File: config.mk
export PLATFORM = sky130hd
export DESIGN_NAME = dma_ctrl
export DESIGN_NICKNAME = d
export VERILOG_FILES = /design/src/rtl/dma_ctrl.sv
export SDC_FILE = /design/constraint.sdc
export NUM_CORES = 1
export LEC_CHECK = 0
export CAP_MARGIN = 20
export CORE_MARGIN = 10
export CORE_UTILIZATION = 30
export DETAILED_ROUTE_END_ITERATION = 12
export PLACE_DENSITY = 0.55
export SETUP_SLACK_MARGIN = 0.4
export SYNTH_ARGS = -nofsm -noshare
export SYNTH_HDL_FRONTEND = slang
export SYNTH_SLANG_ARGS = --single-unit
File: constraint.sdc
create_clock -name clk -period 2.3 [get_ports clk]
set_clock_uncertainty 0.1 [all_clocks]
set_input_delay 0.345 -clock clk [delete_from_list [all_inputs] [get_ports clk]]
set_output_delay 0.345 -clock clk [all_outputs]
set_load 0.01 [all_outputs]
File: src/rtl/dma_ctrl.sv
// dma_ctrl: single-channel memory-to-memory DMA that stalls the CPU via RDY and masters the bus.
// SRC/DST/LEN are live counters; each byte is a READ, RD_LAT-1 WAITs and a WRITE.
module dma_ctrl #(
  parameter int RD_LAT = 1
) (
  input  logic        clk,
  input  logic        rst_n,
  input  logic        cs_i,
  input  logic        we_i,
  input  logic [2:0]  rs_i,
  input  logic [7:0]  din_i,
  output logic [7:0]  dout_o,
  output logic        irq_o,
  output logic        cpu_rdy_o,
  output logic        bus_req_o,
  output logic [15:0] m_addr_o,
  output logic        m_we_o,
  output logic [7:0]  m_dout_o,
  input  logic [7:0]  m_din_i
);
  typedef enum logic [2:0] {IDLE, GRANT, READ, WAIT, WRITE, DONE} state_t;
  state_t state_q, state_d;
  logic [15:0] src_q, src_d, dst_q, dst_d, len_q, len_d;
  logic [7:0] dout_q, dout_d, rdata;
  logic [1:0] wcnt_q, wcnt_d;
  logic ien_q, ien_d, done_q, done_d, irq_q, irq_d;
  logic busy, acc, wr, rd, ctrl_wr, start;
  assign busy = state_q inside {GRANT, READ, WAIT, WRITE};
  assign acc = state_q == IDLE || state_q == DONE;
  assign wr = cs_i & we_i & acc;
  assign rd = cs_i & ~we_i & acc;
  assign ctrl_wr = wr & (rs_i == 3'd6);
  assign start = ctrl_wr & din_i[0];
  assign cpu_rdy_o = ~busy;
  assign bus_req_o = state_q inside {READ, WAIT, WRITE};
  assign m_we_o = state_q == WRITE;
  assign m_addr_o = m_we_o ? dst_q : bus_req_o ? src_q : 16'h0000;
  // Write data comes straight from the read mux so it is valid alongside m_we.
  assign m_dout_o = m_we_o ? m_din_i : 8'h00;
  assign dout_o = dout_q;
  assign irq_o = irq_q;
  always_comb begin
    case (rs_i)
      3'd0: rdata = src_q[7:0];
      3'd1: rdata = src_q[15:8];
      3'd2: rdata = dst_q[7:0];
      3'd3: rdata = dst_q[15:8];
      3'd4: rdata = len_q[7:0];
      3'd5: rdata = len_q[15:8];
      3'd6: rdata = {6'b0, ien_q, 1'b0};
      default: rdata = {6'b0, done_q, busy};
    endcase
  end
  always_comb begin
    state_d = state_q;
    src_d = src_q;
    dst_d = dst_q;
    len_d = len_q;
    wcnt_d = wcnt_q;
    ien_d = ctrl_wr ? din_i[1] : ien_q;
    dout_d = rd ? rdata : dout_q;
    irq_d = done_q & ien_q;
    // A STATUS read only clears what it returned, so a flag set this cycle survives.
    done_d = (done_q & ~ctrl_wr & ~(rd & rs_i == 3'd7)) | (start & len_q == 16'h0000) |
             (state_q == DONE & ~ctrl_wr);
    if (wr) begin
      case (rs_i)
        3'd0: src_d[7:0] = din_i;
        3'd1: src_d[15:8] = din_i;
        3'd2: dst_d[7:0] = din_i;
        3'd3: dst_d[15:8] = din_i;
        3'd4: len_d[7:0] = din_i;
        3'd5: len_d[15:8] = din_i;
        default: ;
      endcase
    end
    case (state_q)
      IDLE, DONE: state_d = (start && len_q != 16'h0000) ? GRANT : IDLE;
      GRANT: state_d = READ;
      READ: begin
        state_d = RD_LAT == 1 ? WRITE : WAIT;
        wcnt_d = 2'(RD_LAT - 2);
      end
      WAIT: begin
        state_d = wcnt_q == 2'd0 ? WRITE : WAIT;
        wcnt_d = wcnt_q - 2'd1;
      end
      WRITE: begin
        src_d = src_q + 16'd1;
        dst_d = dst_q + 16'd1;
        len_d = len_q - 16'd1;
        state_d = len_q == 16'd1 ? DONE : READ;
      end
      default: state_d = IDLE;
    endcase
  end
  always_ff @(posedge clk or negedge rst_n) begin
    if (!rst_n) begin
      state_q <= IDLE;
      src_q <= 16'h0000;
      dst_q <= 16'h0000;
      len_q <= 16'h0000;
      wcnt_q <= 2'd0;
      ien_q <= 1'b0;
      done_q <= 1'b0;
      irq_q <= 1'b0;
      dout_q <= 8'h00;
    end else begin
      state_q <= state_d;
      src_q <= src_d;
      dst_q <= dst_d;
      len_q <= len_d;
      wcnt_q <= wcnt_d;
      ien_q <= ien_d;
      done_q <= done_d;
      irq_q <= irq_d;
      dout_q <= dout_d;
    end
  end
endmodule

==> flow_summary.html, run 1 <==
<table>
<tr><th>Metric</th><th>Value</th></tr>
<tr><th colspan="2">Global routing</th></tr>
<tr><td>Overall Global Routing Usage</td><td>16.7%</td></tr>
<tr><td>Pin count of the biggest net entering global routing</td><td>between 60 and 70</td></tr>
<tr><td>Vias in the first global route</td><td>around 4,300</td></tr>
<tr><td>Number of antenna violations at the first check in global routing</td><td>0</td></tr>
<tr><td>Wire length of the first global-routing pass</td><td>25,800 microns</td></tr>
<tr><td>Global route total overflow</td><td>0</td></tr>
<tr><th colspan="2">Synthesis</th></tr>
<tr><td>Count of cell types in the netlist</td><td>69</td></tr>
<tr><td>Post-synth top area cell</td><td>sky130_fd_sc_hd__dfrtp_1</td></tr>
<tr><td>Adder and majority cell fraction of the synthesized area</td><td>under 10%</td></tr>
<tr><td>Gate count of the mapped netlist</td><td>506</td></tr>
<tr><td>Dominant combinational cell family by area after synthesis</td><td>simple AND/OR/NAND/NOR gates</td></tr>
<tr><td>Area share of and/or/nand/nor cells after synthesis</td><td>between 20 and 30%</td></tr>
<tr><td>Async set-reset flop share out of synthesis</td><td>between 90% and 100%</td></tr>
<tr><td>Top post-synthesis cells by count</td><td>64 x sky130_fd_sc_hd__dfrtp_1, 63 x sky130_fd_sc_hd__nand2_1, 37 x sky130_fd_sc_hd__o21ai_0, 33 x sky130_fd_sc_hd__nor3_1, 31 x sky130_fd_sc_hd__nor2_1</td></tr>
<tr><td>Register area share after synthesis</td><td>37.8%</td></tr>
<tr><td>Synthesis warning total</td><td>0</td></tr>
<tr><td>Post-synthesis mux area share</td><td>between 4 and 5%</td></tr>
<tr><td>Number of synthesized flops with an enable pin</td><td>0</td></tr>
<tr><td>Share of the synthesized netlist area taken by xor and xnor gates</td><td>between 2 and 2.5%</td></tr>
<tr><td>Most common cell in the netlist</td><td>sky130_fd_sc_hd__dfrtp_1</td></tr>
<tr><td>Fraction of post-synthesis cell area in the top cell type by area</td><td>37.8%</td></tr>
<tr><td>Ranking of synthesized cells by area</td><td>sky130_fd_sc_hd__dfrtp_1 38%, sky130_fd_sc_hd__nand2_1 5.6%, sky130_fd_sc_hd__o21ai_0 4.4%, sky130_fd_sc_hd__nor3_1 3.9%, sky130_fd_sc_hd__nand3_1 3.4%</td></tr>
<tr><td>Count of state elements after synthesis</td><td>64</td></tr>
<tr><td>Syn nets</td><td>between 500 and 600</td></tr>
<tr><td>Most frequently used flop master after synthesis</td><td>sky130_fd_sc_hd__dfrtp_1</td></tr>
<tr><td>Post-synthesis instance area</td><td>4240 sq um</td></tr>
<tr><td>Avg Synthesized Cell Area</td><td>roughly 8.4 sq um</td></tr>
<tr><td>Post-synthesis compound-gate area fraction</td><td>a little over a fifth</td></tr>
<tr><th colspan="2">Setup path</th></tr>
<tr><td>Crit path capture type</td><td>flop</td></tr>
<tr><td>Buf/Inv on CP</td><td>2</td></tr>
<tr><td>Flop2flop setup slack</td><td>around 0.035 ns</td></tr>
<tr><td>Critical path, cell by cell</td><td>or3b_4 -&gt; buf_4 -&gt; buf_8 -&gt; or2_4 -&gt; or4_4 -&gt; nand3_2 -&gt; o211ai_2</td></tr>
<tr><td>Arrival time reported for the critical path endpoint</td><td>approximately 2.4 ns</td></tr>
<tr><td>Total number of cells along the worst setup path</td><td>7</td></tr>
<tr><td>Startpoint type of the worst setup path</td><td>flop</td></tr>
<tr><td>Top Family by Delay on Critical Path</td><td>simple AND/OR/NAND/NOR gates</td></tr>
<tr><td>Depth of the most critical reg-to-reg path</td><td>7</td></tr>
<tr><td>Required time of the worst setup path</td><td>about 2.4 ns</td></tr>
<tr><td>Largest stage delay on the critical path</td><td>between 0.4 and 0.5 ns</td></tr>
<tr><td>CP max FO</td><td>18</td></tr>
<tr><td>Max stage delay cell, worst path</td><td>sky130_fd_sc_hd__or3b_4</td></tr>
<tr><td>Critical Setup Path Class</td><td>flop to flop</td></tr>
<tr><th colspan="2">Die</th></tr>
<tr><td>Die footprint</td><td>just under 20,000 sq um</td></tr>
<tr><td>Initial standard-cell utilization of the core</td><td>a little under a third</td></tr>
<tr><td>Placeable core area</td><td>roughly 14,000 sq um</td></tr>
<tr><td>Die Height</td><td>about 140 microns</td></tr>
<tr><td>Horizontal extent of the die</td><td>approximately 140 microns</td></tr>
<tr><td>Top-level port count</td><td>just under 60</td></tr>
<tr><td># rows</td><td>43</td></tr>
<tr><th colspan="2">STA</th></tr>
<tr><td>Final setup vio count</td><td>0</td></tr>
<tr><td>Count of final hold-check violations</td><td>0</td></tr>
<tr><td>Slew Limit Headroom</td><td>61.2%</td></tr>
<tr><td>Measured slew at the worst slew-check pin</td><td>0.580 ns</td></tr>
<tr><td>Time the worst path needs with I/O delays and setup</td><td>between 2 and 2.5 ns</td></tr>
<tr><td>Final Slew Violations</td><td>0</td></tr>
<tr><td>Tcrit/Tclk final</td><td>slightly below 100%</td></tr>
<tr><td>Unrepaired setup endpoints after global routing</td><td>true</td></tr>
<tr><td>Maximum clock rate</td><td>around 440 MHz</td></tr>
<tr><th colspan="2">Min path</th></tr>
<tr><td>Hold crit path type</td><td>flop to flop</td></tr>
<tr><td>Worst hold stages</td><td>1</td></tr>
<tr><th colspan="2">Final layout</th></tr>
<tr><td>Ant diodes</td><td>0</td></tr>
<tr><td>Net count of the finished layout</td><td>about 670</td></tr>
<tr><td>Area growth from synthesis to final layout</td><td>56.0%</td></tr>
<tr><td>Layout Utilization</td><td>between 40% and 50%</td></tr>
<tr><td>Count of non-filler cells in the finished layout</td><td>a little over 800</td></tr>
<tr><td>Fill count</td><td>approximately 1,300</td></tr>
<tr><td>Post-route cell area</td><td>roughly 6600 sq um</td></tr>
<tr><td>Ratio of cells with drive above 1 in the final layout</td><td>approximately two fifths</td></tr>
<tr><th colspan="2">CTS</th></tr>
<tr><td>Cts bufs inserted</td><td>9</td></tr>
<tr><td>Maximum clock insertion buffer count</td><td>2</td></tr>
<tr><td>CTS root buf</td><td>sky130_fd_sc_hd__clkbuf_16</td></tr>
<tr><td>Clock sink count</td><td>64</td></tr>
<tr><td>Depth of the CTS H-tree</td><td>3</td></tr>
<tr><td>Clock slew at reported path FFs</td><td>approximately 0.050 ns</td></tr>
<tr><td>Clock network latency to the later pin of the worst-skew pair</td><td>roughly 0.35 ns</td></tr>
<tr><td>Clock tree from TritonCTS</td><td>yes</td></tr>
<tr><th colspan="2">Route</th></tr>
<tr><td>Via count</td><td>about 4,700</td></tr>
<tr><td>Via-per-instance ratio</td><td>approximately 5.8</td></tr>
<tr><td>Wirelength, routed</td><td>approximately 17,000 microns</td></tr>
<tr><td>Detailed-route DRC error count</td><td>0</td></tr>
<tr><td>Post-DR wirelength/cell</td><td>about 21 microns</td></tr>
<tr><td>Detailed Route Iter0 Violations</td><td>approximately 400</td></tr>
<tr><td>First-pass DRT Iterations</td><td>5</td></tr>
<tr><td>DRT antenna net count</td><td>0</td></tr>
<tr><th colspan="2">Power</th></tr>
<tr><td>Switch share</td><td>between 20% and 30%</td></tr>
<tr><td>Sequential cell fraction of total power</td><td>between 40% and 50%</td></tr>
<tr><td>Switching power summed over all nets</td><td>about 0.00065 W</td></tr>
<tr><td>Clock share of power</td><td>between 50% and 60%</td></tr>
<tr><td>Peak ir drop on the vdd network</td><td>around 300 uV</td></tr>
<tr><td>Static leakage</td><td>between 2 and 3 nW</td></tr>
<tr><td>Combinational share of power</td><td>a little under 8%</td></tr>
<tr><td>Areal power density over the cells</td><td>412 nW/um^2</td></tr>
<tr><td>Internal power of the cells</td><td>slightly above 0.002 W</td></tr>
<tr><th colspan="2">Status</th></tr>
<tr><td>Run status</td><td>finished clean</td></tr>
<tr><th colspan="2">Place</th></tr>
<tr><td>RD Place Congestion</td><td>0.913</td></tr>
<tr><td>DP Wirelength</td><td>around 12,000 microns</td></tr>
<tr><td>Number of placed cells counting well taps</td><td>roughly 770</td></tr>
<tr><td>Area after DPL</td><td>5420 sq um</td></tr>
<tr><td>Buffers on Ports</td><td>58</td></tr>
<tr><th colspan="2">Job</th></tr>
<tr><td>MaxCap Viol Count</td><td>0</td></tr>
</table>
[power by group through the flow]
stage	logic (W)	clock network, W	registers [W]
after floorplan	0.0000556	0	0.00115
final	0.000217	0.00138	0.00113
after global routing	0.000229	0.00147	0.00113
after CTS	0.000199	0.00141	0.00113
after global placement	0.000190	0	0.00115
after detailed placement	0.000193	0	0.00115
[timing repair]
item	4_1_cts	5_1_grt
gates cloned	2	4
pin swaps	20	39
gates resized for setup	161	92
buffers inserted	12	20
hold endpoints to repair	64	0
hold buffers	1	0
endpoints found under the setup margin	80	85
[logic make-up (layout without fill, tap and decap cells)]
family	Yosys count	in the layout
xor+xnor	10	10
mux	17	17
simple gates	224	225
flops	64	64
compound gates	138	138
buf+inv	48	182
fa+ha+maj	5	5
[worst paths after layout]
kind | start | end
max | state_q[1]$_DFF_PN0_ | len_q[15]$_DFFE_PN0P_
min | dout_o[5]$_DFFE_PN0P_ | dout_o[5]$_DFFE_PN0P_
max reg2reg | state_q[1]$_DFF_PN0_ | len_q[15]$_DFFE_PN0P_
min reg2reg | dout_o[5]$_DFFE_PN0P_ | dout_o[5]$_DFFE_PN0P_
max in group asynchronous | rst_n | len_q[11]$_DFFE_PN0P_
min in group asynchronous | rst_n | dst_q[2]$_DFFE_PN0P_
[final cells by class]
type | count | area, sq um | area share (%)
Inverter | 17 | 66.3 | 1.00
Sequential cell | 64 | 1610 | 24.3
Timing Repair Buffer | 150 | 1450 | 21.9
Clock buffer | 12 | 246 | 3.72
Tap cell | 180 | 225 | 3.40
Multi-Input combinational cell | 395 | 2980 | 45.0
Clock inverter | 3 | 42.5 | 0.643
[layout by cell type (no fill, tap or decap), drive strengths merged, types with 4 or more instances in the layout]
master | Yosys | final
dfrtp | 64 | 64
nor2 | 31 | 31
nand3 | 30 | 30
or2 | 4 | 4
nand2 | 63 | 63
and3 | 11 | 11
clkdlybuf4s15 | 0 | 8
nand4 | 6 | 6
a211oi | 10 | 10
nor2b | 4 | 4
xor2 | 5 | 5
a21oi | 24 | 24
or3 | 8 | 9
inv | 17 | 17
ha | 5 | 5
buf | 11 | 110
mux2i | 8 | 8
a31oi | 7 | 7
nand3b | 4 | 4
clkbuf | 20 | 13
xnor2 | 5 | 5
o211ai | 10 | 10
clkdlybuf4s50 | 0 | 28
and2 | 9 | 9
a22o | 12 | 12
o22ai | 4 | 4
o21ai | 38 | 38
nor4 | 6 | 6
mux2 | 8 | 8
nor3 | 33 | 33
o32ai | 4 | 4
or4 | 4 | 4
[per-stage QoR]
stage | total power, W | worst slack [ns] | hold WS [ns] | TNS [ns]
finish | 0.00273 | 0.0351 | 0.387 | 0
floorplan | 0.00121 | 0.274 | -0.0506 | 0
CTS | 0.00274 | 0.0266 | 0.390 | 0
global route | 0.00283 | -0.0282 | 0.403 | -0.0903
detailed placement | 0.00134 | -0.112 | 0.300 | -1.45
global placement | 0.00134 | -0.0879 | 0.291 | -1.10
[registers in the layout (all words and copies together) (netlist names)]
register and cells:
irq_o 1, wcnt_q 2, len_q 16, dout_o 8
state_q 3, dst_q 16, src_q 16, done_q 1
ien_q 1
[metal layers]
| metal | GRT usage (%) | part of all wire (%) | up-vias |
|---|---|---|---|
| li1 | - | - | 2152 |
| met1 | 22.9 | 43 | 2294 |
| met2 | 25.4 | 47 | 247 |
| met3 | 3.97 | 8.2 | 33 |
| met4 | 5.00 | 2.4 | 0 |
| met5 | 0 | 0 | - |
Note: power is estimated with default switching activity, not from simulation.
==> inputs of run 2 (changes only) <==
--- a/config.mk
+++ b/config.mk
@@ -9,7 +9,7 @@
 export CORE_MARGIN = 10
 export CORE_UTILIZATION = 30
 export DETAILED_ROUTE_END_ITERATION = 12
-export PLACE_DENSITY = 0.55
+export PLACE_DENSITY = 0.57
 export SETUP_SLACK_MARGIN = 0.4
 export SYNTH_ARGS = -nofsm -noshare
 export SYNTH_HDL_FRONTEND = slang
==> constraint.sdc (replaced) <==
create_clock -name clk -period 2.08 [get_ports clk]
set_clock_uncertainty 0.1 [all_clocks]
set_input_delay 0.312 -clock clk [delete_from_list [all_inputs] [get_ports clk]]
set_output_delay 0.312 -clock clk [all_outputs]
set_load 0.01 [all_outputs]
==> run 2 against run 1 <==
Against the previous run:
- the run now ends with negative setup slack left
- design area is 8.7% higher
- first-iteration DRC count increased by 9.4%
- hold slack worse by 0.024 ns
- cell count grew 4.8%
- sequential power is 11% higher
- largest power group unchanged
- highest routed layer unchanged
==> flow_summary.html, run 2 (synthesis gave the netlist of run 1 again) <==
<table>
<tr><th>Metric</th><th>Value</th></tr>
<tr><th colspan="2">Status</th></tr>
<tr><td>Run status</td><td>finished, violations left</td></tr>
<tr><td>Violated checks</td><td>negative setup slack</td></tr>
<tr><th colspan="2">Global routing</th></tr>
<tr><td>Wire length of the first global-routing pass</td><td>28,100 microns</td></tr>
<tr><td>Pin count of the biggest net entering global routing</td><td>31</td></tr>
<tr><td>Overall Global Routing Usage</td><td>18.2%</td></tr>
<tr><td>Vias in the first global route</td><td>roughly 5,000</td></tr>
<tr><td>Number of antenna violations at the first check in global routing</td><td>0</td></tr>
<tr><td>Global route total overflow</td><td>0</td></tr>
<tr><th colspan="2">Place</th></tr>
<tr><td>Buffers on Ports</td><td>58</td></tr>
<tr><td>DP Wirelength</td><td>12,500 microns</td></tr>
<tr><td>RD Place Congestion</td><td>around 0.92</td></tr>
<tr><td>Number of placed cells counting well taps</td><td>roughly 800</td></tr>
<tr><th colspan="2">STA</th></tr>
<tr><td>Final setup vio count</td><td>between 60 and 70</td></tr>
<tr><td>Time the worst path needs with I/O delays and setup</td><td>approximately 2.2 ns</td></tr>
<tr><td>Maximum clock rate</td><td>446 MHz</td></tr>
<tr><td>Measured slew at the worst slew-check pin</td><td>0.635 ns</td></tr>
<tr><td>Summed negative setup slack over all endpoints</td><td>-4.11 ns</td></tr>
<tr><td>Tcrit/Tclk final</td><td>108%</td></tr>
<tr><td>Final Slew Violations</td><td>0</td></tr>
<tr><td>Slew Limit Headroom</td><td>57.6%</td></tr>
<tr><td>Unrepaired setup endpoints after global routing</td><td>true</td></tr>
<tr><td>Final critical-path setup slack</td><td>-0.163 ns</td></tr>
<tr><td>Count of final hold-check violations</td><td>0</td></tr>
<tr><td>Post-Route Hold Slack</td><td>about 0.36 ns</td></tr>
<tr><th colspan="2">Final layout</th></tr>
<tr><td>Net count of the finished layout</td><td>~700</td></tr>
<tr><td>Ratio of cells with drive above 1 in the final layout</td><td>between 40 and 50%</td></tr>
<tr><td>Largest registers in the final layout</td><td>dst_q (16), len_q (16), src_q (16)</td></tr>
<tr><td>Highest-count cells in the layout ignoring fill and taps</td><td>80 x sky130_fd_sc_hd__buf_4, 59 x sky130_fd_sc_hd__dfrtp_1, 48 x sky130_fd_sc_hd__buf_6, 47 x sky130_fd_sc_hd__nand2_1, 24 x sky130_fd_sc_hd__clkdlybuf4s50_1</td></tr>
<tr><td>Combined area of the multi-input logic cells</td><td>roughly 3200 sq um</td></tr>
<tr><td>Sequential cell area</td><td>1610 sq um</td></tr>
<tr><td>Ant diodes</td><td>0</td></tr>
<tr><td>Area growth from synthesis to final layout</td><td>69.6%</td></tr>
<tr><td>Most common cell after layout, fill and taps aside</td><td>sky130_fd_sc_hd__buf_4</td></tr>
<tr><td>Count of non-filler cells in the finished layout</td><td>between 800 and 900</td></tr>
<tr><td>Fill count</td><td>between 1,000 and 1,500</td></tr>
<tr><th colspan="2">Die</th></tr>
<tr><td>Initial standard-cell utilization of the core</td><td>30.6%</td></tr>
<tr><td>Top-level port count</td><td>59</td></tr>
<tr><td>Die Height</td><td>about 140 microns</td></tr>
<tr><td>Placeable core area</td><td>~14,000 sq um</td></tr>
<tr><td>Die footprint</td><td>19,300 sq um</td></tr>
<tr><td># rows</td><td>43</td></tr>
<tr><td>Horizontal extent of the die</td><td>about 140 microns</td></tr>
<tr><th colspan="2">Route</th></tr>
<tr><td>Detailed-route DRC error count</td><td>0</td></tr>
<tr><td>Wirelength, routed</td><td>roughly 19,000 microns</td></tr>
<tr><td>Via-per-instance ratio</td><td>about 5.8</td></tr>
<tr><td>Via count</td><td>5,000</td></tr>
<tr><td>First-pass DRT Iterations</td><td>5</td></tr>
<tr><td>DRT antenna net count</td><td>0</td></tr>
<tr><td>Detailed Route Iter0 Violations</td><td>442</td></tr>
<tr><td>Post-DR wirelength/cell</td><td>about 22 microns</td></tr>
<tr><th colspan="2">Power</th></tr>
<tr><td>Switching power summed over all nets</td><td>0.000713 W</td></tr>
<tr><td>Switch share</td><td>between 20% and 30%</td></tr>
<tr><td>Peak ir drop on the vdd network</td><td>~320 uV</td></tr>
<tr><td>Areal power density over the cells</td><td>around 400 nW/um^2</td></tr>
<tr><td>Combinational share of power</td><td>under 10%</td></tr>
<tr><td>Internal power of the cells</td><td>about 0.0022 W</td></tr>
<tr><td>Sequential cell fraction of total power</td><td>43.6%</td></tr>
<tr><td>Static leakage</td><td>just over 3 nW</td></tr>
<tr><td>Clock share of power</td><td>~47%</td></tr>
<tr><th colspan="2">CTS</th></tr>
<tr><td>CTS root buf</td><td>sky130_fd_sc_hd__clkbuf_16</td></tr>
<tr><td>Depth of the CTS H-tree</td><td>3</td></tr>
<tr><td>Maximum clock insertion buffer count</td><td>2</td></tr>
<tr><td>Clock tree from TritonCTS</td><td>yes</td></tr>
<tr><td>Cts bufs inserted</td><td>9</td></tr>
<tr><td>Clock network latency to the later pin of the worst-skew pair</td><td>between 0.3 and 0.4 ns</td></tr>
<tr><td>Clock slew at reported path FFs</td><td>around 0.050 ns</td></tr>
<tr><td>Clock sink count</td><td>64</td></tr>
<tr><th colspan="2">Setup path</th></tr>
<tr><td>CP max FO</td><td>5</td></tr>
<tr><td>Crit path capture type</td><td>flop</td></tr>
<tr><td>Startpoint type of the worst setup path</td><td>flop</td></tr>
<tr><td>Flop2flop setup slack</td><td>-0.16 ns</td></tr>
<tr><td>Critical Setup Path Class</td><td>flop to flop</td></tr>
<tr><td>Worst reg2reg startpoint</td><td>state_q[0]$_DFF_PN0_</td></tr>
<tr><td>Critical Path End</td><td>len_q[13]$_DFFE_PN0P_</td></tr>
<tr><td>Launch point of the critical path</td><td>state_q[0]$_DFF_PN0_</td></tr>
<tr><td>Required time of the worst setup path</td><td>2.19 ns</td></tr>
<tr><td>Reg-to-reg endpoint</td><td>len_q[13]$_DFFE_PN0P_</td></tr>
<tr><td>Depth of the most critical reg-to-reg path</td><td>11</td></tr>
<tr><td>Arrival time reported for the critical path endpoint</td><td>roughly 2.4 ns</td></tr>
<tr><th colspan="2">Job</th></tr>
<tr><td>MaxCap Viol Count</td><td>0</td></tr>
<tr><th colspan="2">Min path</th></tr>
<tr><td>Hold crit path type</td><td>primary input to async pin</td></tr>
</table>
## run 2: stage by stage
stage          util (%)  setup WS [ns]  area, sq um  total power, W
3_3_place_gp       41.0         -0.232         5690         0.00150
2_1_floorplan         -         0.0539         4430         0.00134
3_5_place_dp       41.0         -0.269         5690         0.00151
6_report           51.8         -0.163         7190         0.00287
5_1_grt            51.8         -0.211         7190         0.00296
4_1_cts            47.9         -0.112         6650         0.00288
## run 2: worst min-delay path by stage
stage / start / endpoint / slack (ns)
2_1_floorplan: rst_n / done_q$_DFF_PN0_ / -0.08
3_3_place_gp: rst_n / dst_q[0]$_DFFE_PN0P_ / 0.20
3_5_place_dp: rst_n / dst_q[0]$_DFFE_PN0P_ / 0.20
4_1_cts: rst_n / src_q[0]$_DFFE_PN0P_ / 0.37
5_1_grt: rst_n / src_q[4]$_DFFE_PN0P_ / 0.39
6_report: rst_n / src_q[0]$_DFFE_PN0P_ / 0.36
## run 2: power groups by stage
stage               registers, W  logic [W]  clock network, W
global route             0.00125   0.000273           0.00143
CTS                      0.00125   0.000248           0.00138
floorplan                0.00127  0.0000633                 0
global placement         0.00127   0.000231                 0
finish                   0.00125   0.000259           0.00136
detailed placement       0.00127   0.000234                 0
## run 2: critical path: stages, from the launching register on
cell                       delay [ns]
sky130_fd_sc_hd__dfrtp_1         0.40
sky130_fd_sc_hd__buf_6           0.12
sky130_fd_sc_hd__buf_6           0.10
sky130_fd_sc_hd__buf_6           0.10
sky130_fd_sc_hd__buf_8           0.12
sky130_fd_sc_hd__xnor2_4         0.18
sky130_fd_sc_hd__buf_6           0.12
sky130_fd_sc_hd__buf_6           0.10
sky130_fd_sc_hd__nand2_8         0.07
sky130_fd_sc_hd__or3_4           0.42
sky130_fd_sc_hd__o211ai_1        0.12
sky130_fd_sc_hd__o311ai_1        0.14
## run 2: what timing repair did
item                                    4_1_cts  5_1_grt
endpoints found under the hold margin        13        0
hold buffers                                  1        0
pin swaps                                    41       53
buffers inserted                             31       12
endpoints found under the setup margin       89       94
resized for setup                           239      103
cloned                                        4        2
## run 2: final cells by class
| class | instances | area share [%] |
|---|---|---|
| sequential | 64 | 22.4 |
| timing repair buffer | 189 | 25.3 |
| clock inverter | 1 | 0.0696 |
| clock buffer | 14 | 3.39 |
| tap | 180 | 3.13 |
| multi-input combinational | 395 | 44.6 |
| inverter | 17 | 1.10 |
## run 2: per-layer routing
layer | track usage (%) | routed length, microns | vias up
met1 | 24.0 | 7860 | 2505
met3 | 4.38 | 1510 | 36
met2 | 28.0 | 8720 | 231
met5 | 0 | 0 | -
li1 | - | - | 2228
met4 | 7.19 | 467 | 0
==> inputs of run 3 (changes only) <==
--- a/config.mk
+++ b/config.mk
@@ -9,8 +9,10 @@
 export CORE_MARGIN = 10
 export CORE_UTILIZATION = 30
 export DETAILED_ROUTE_END_ITERATION = 12
+export HOLD_SLACK_MARGIN = 0.1
 export PLACE_DENSITY = 0.57
 export SETUP_SLACK_MARGIN = 0.4
+export SLEW_MARGIN = 20
 export SYNTH_ARGS = -nofsm -noshare
 export SYNTH_HDL_FRONTEND = slang
 export SYNTH_SLANG_ARGS = --single-unit
==> results of run 3 <==
The final DEF is identical to that of run 2; final timing and power are the same.
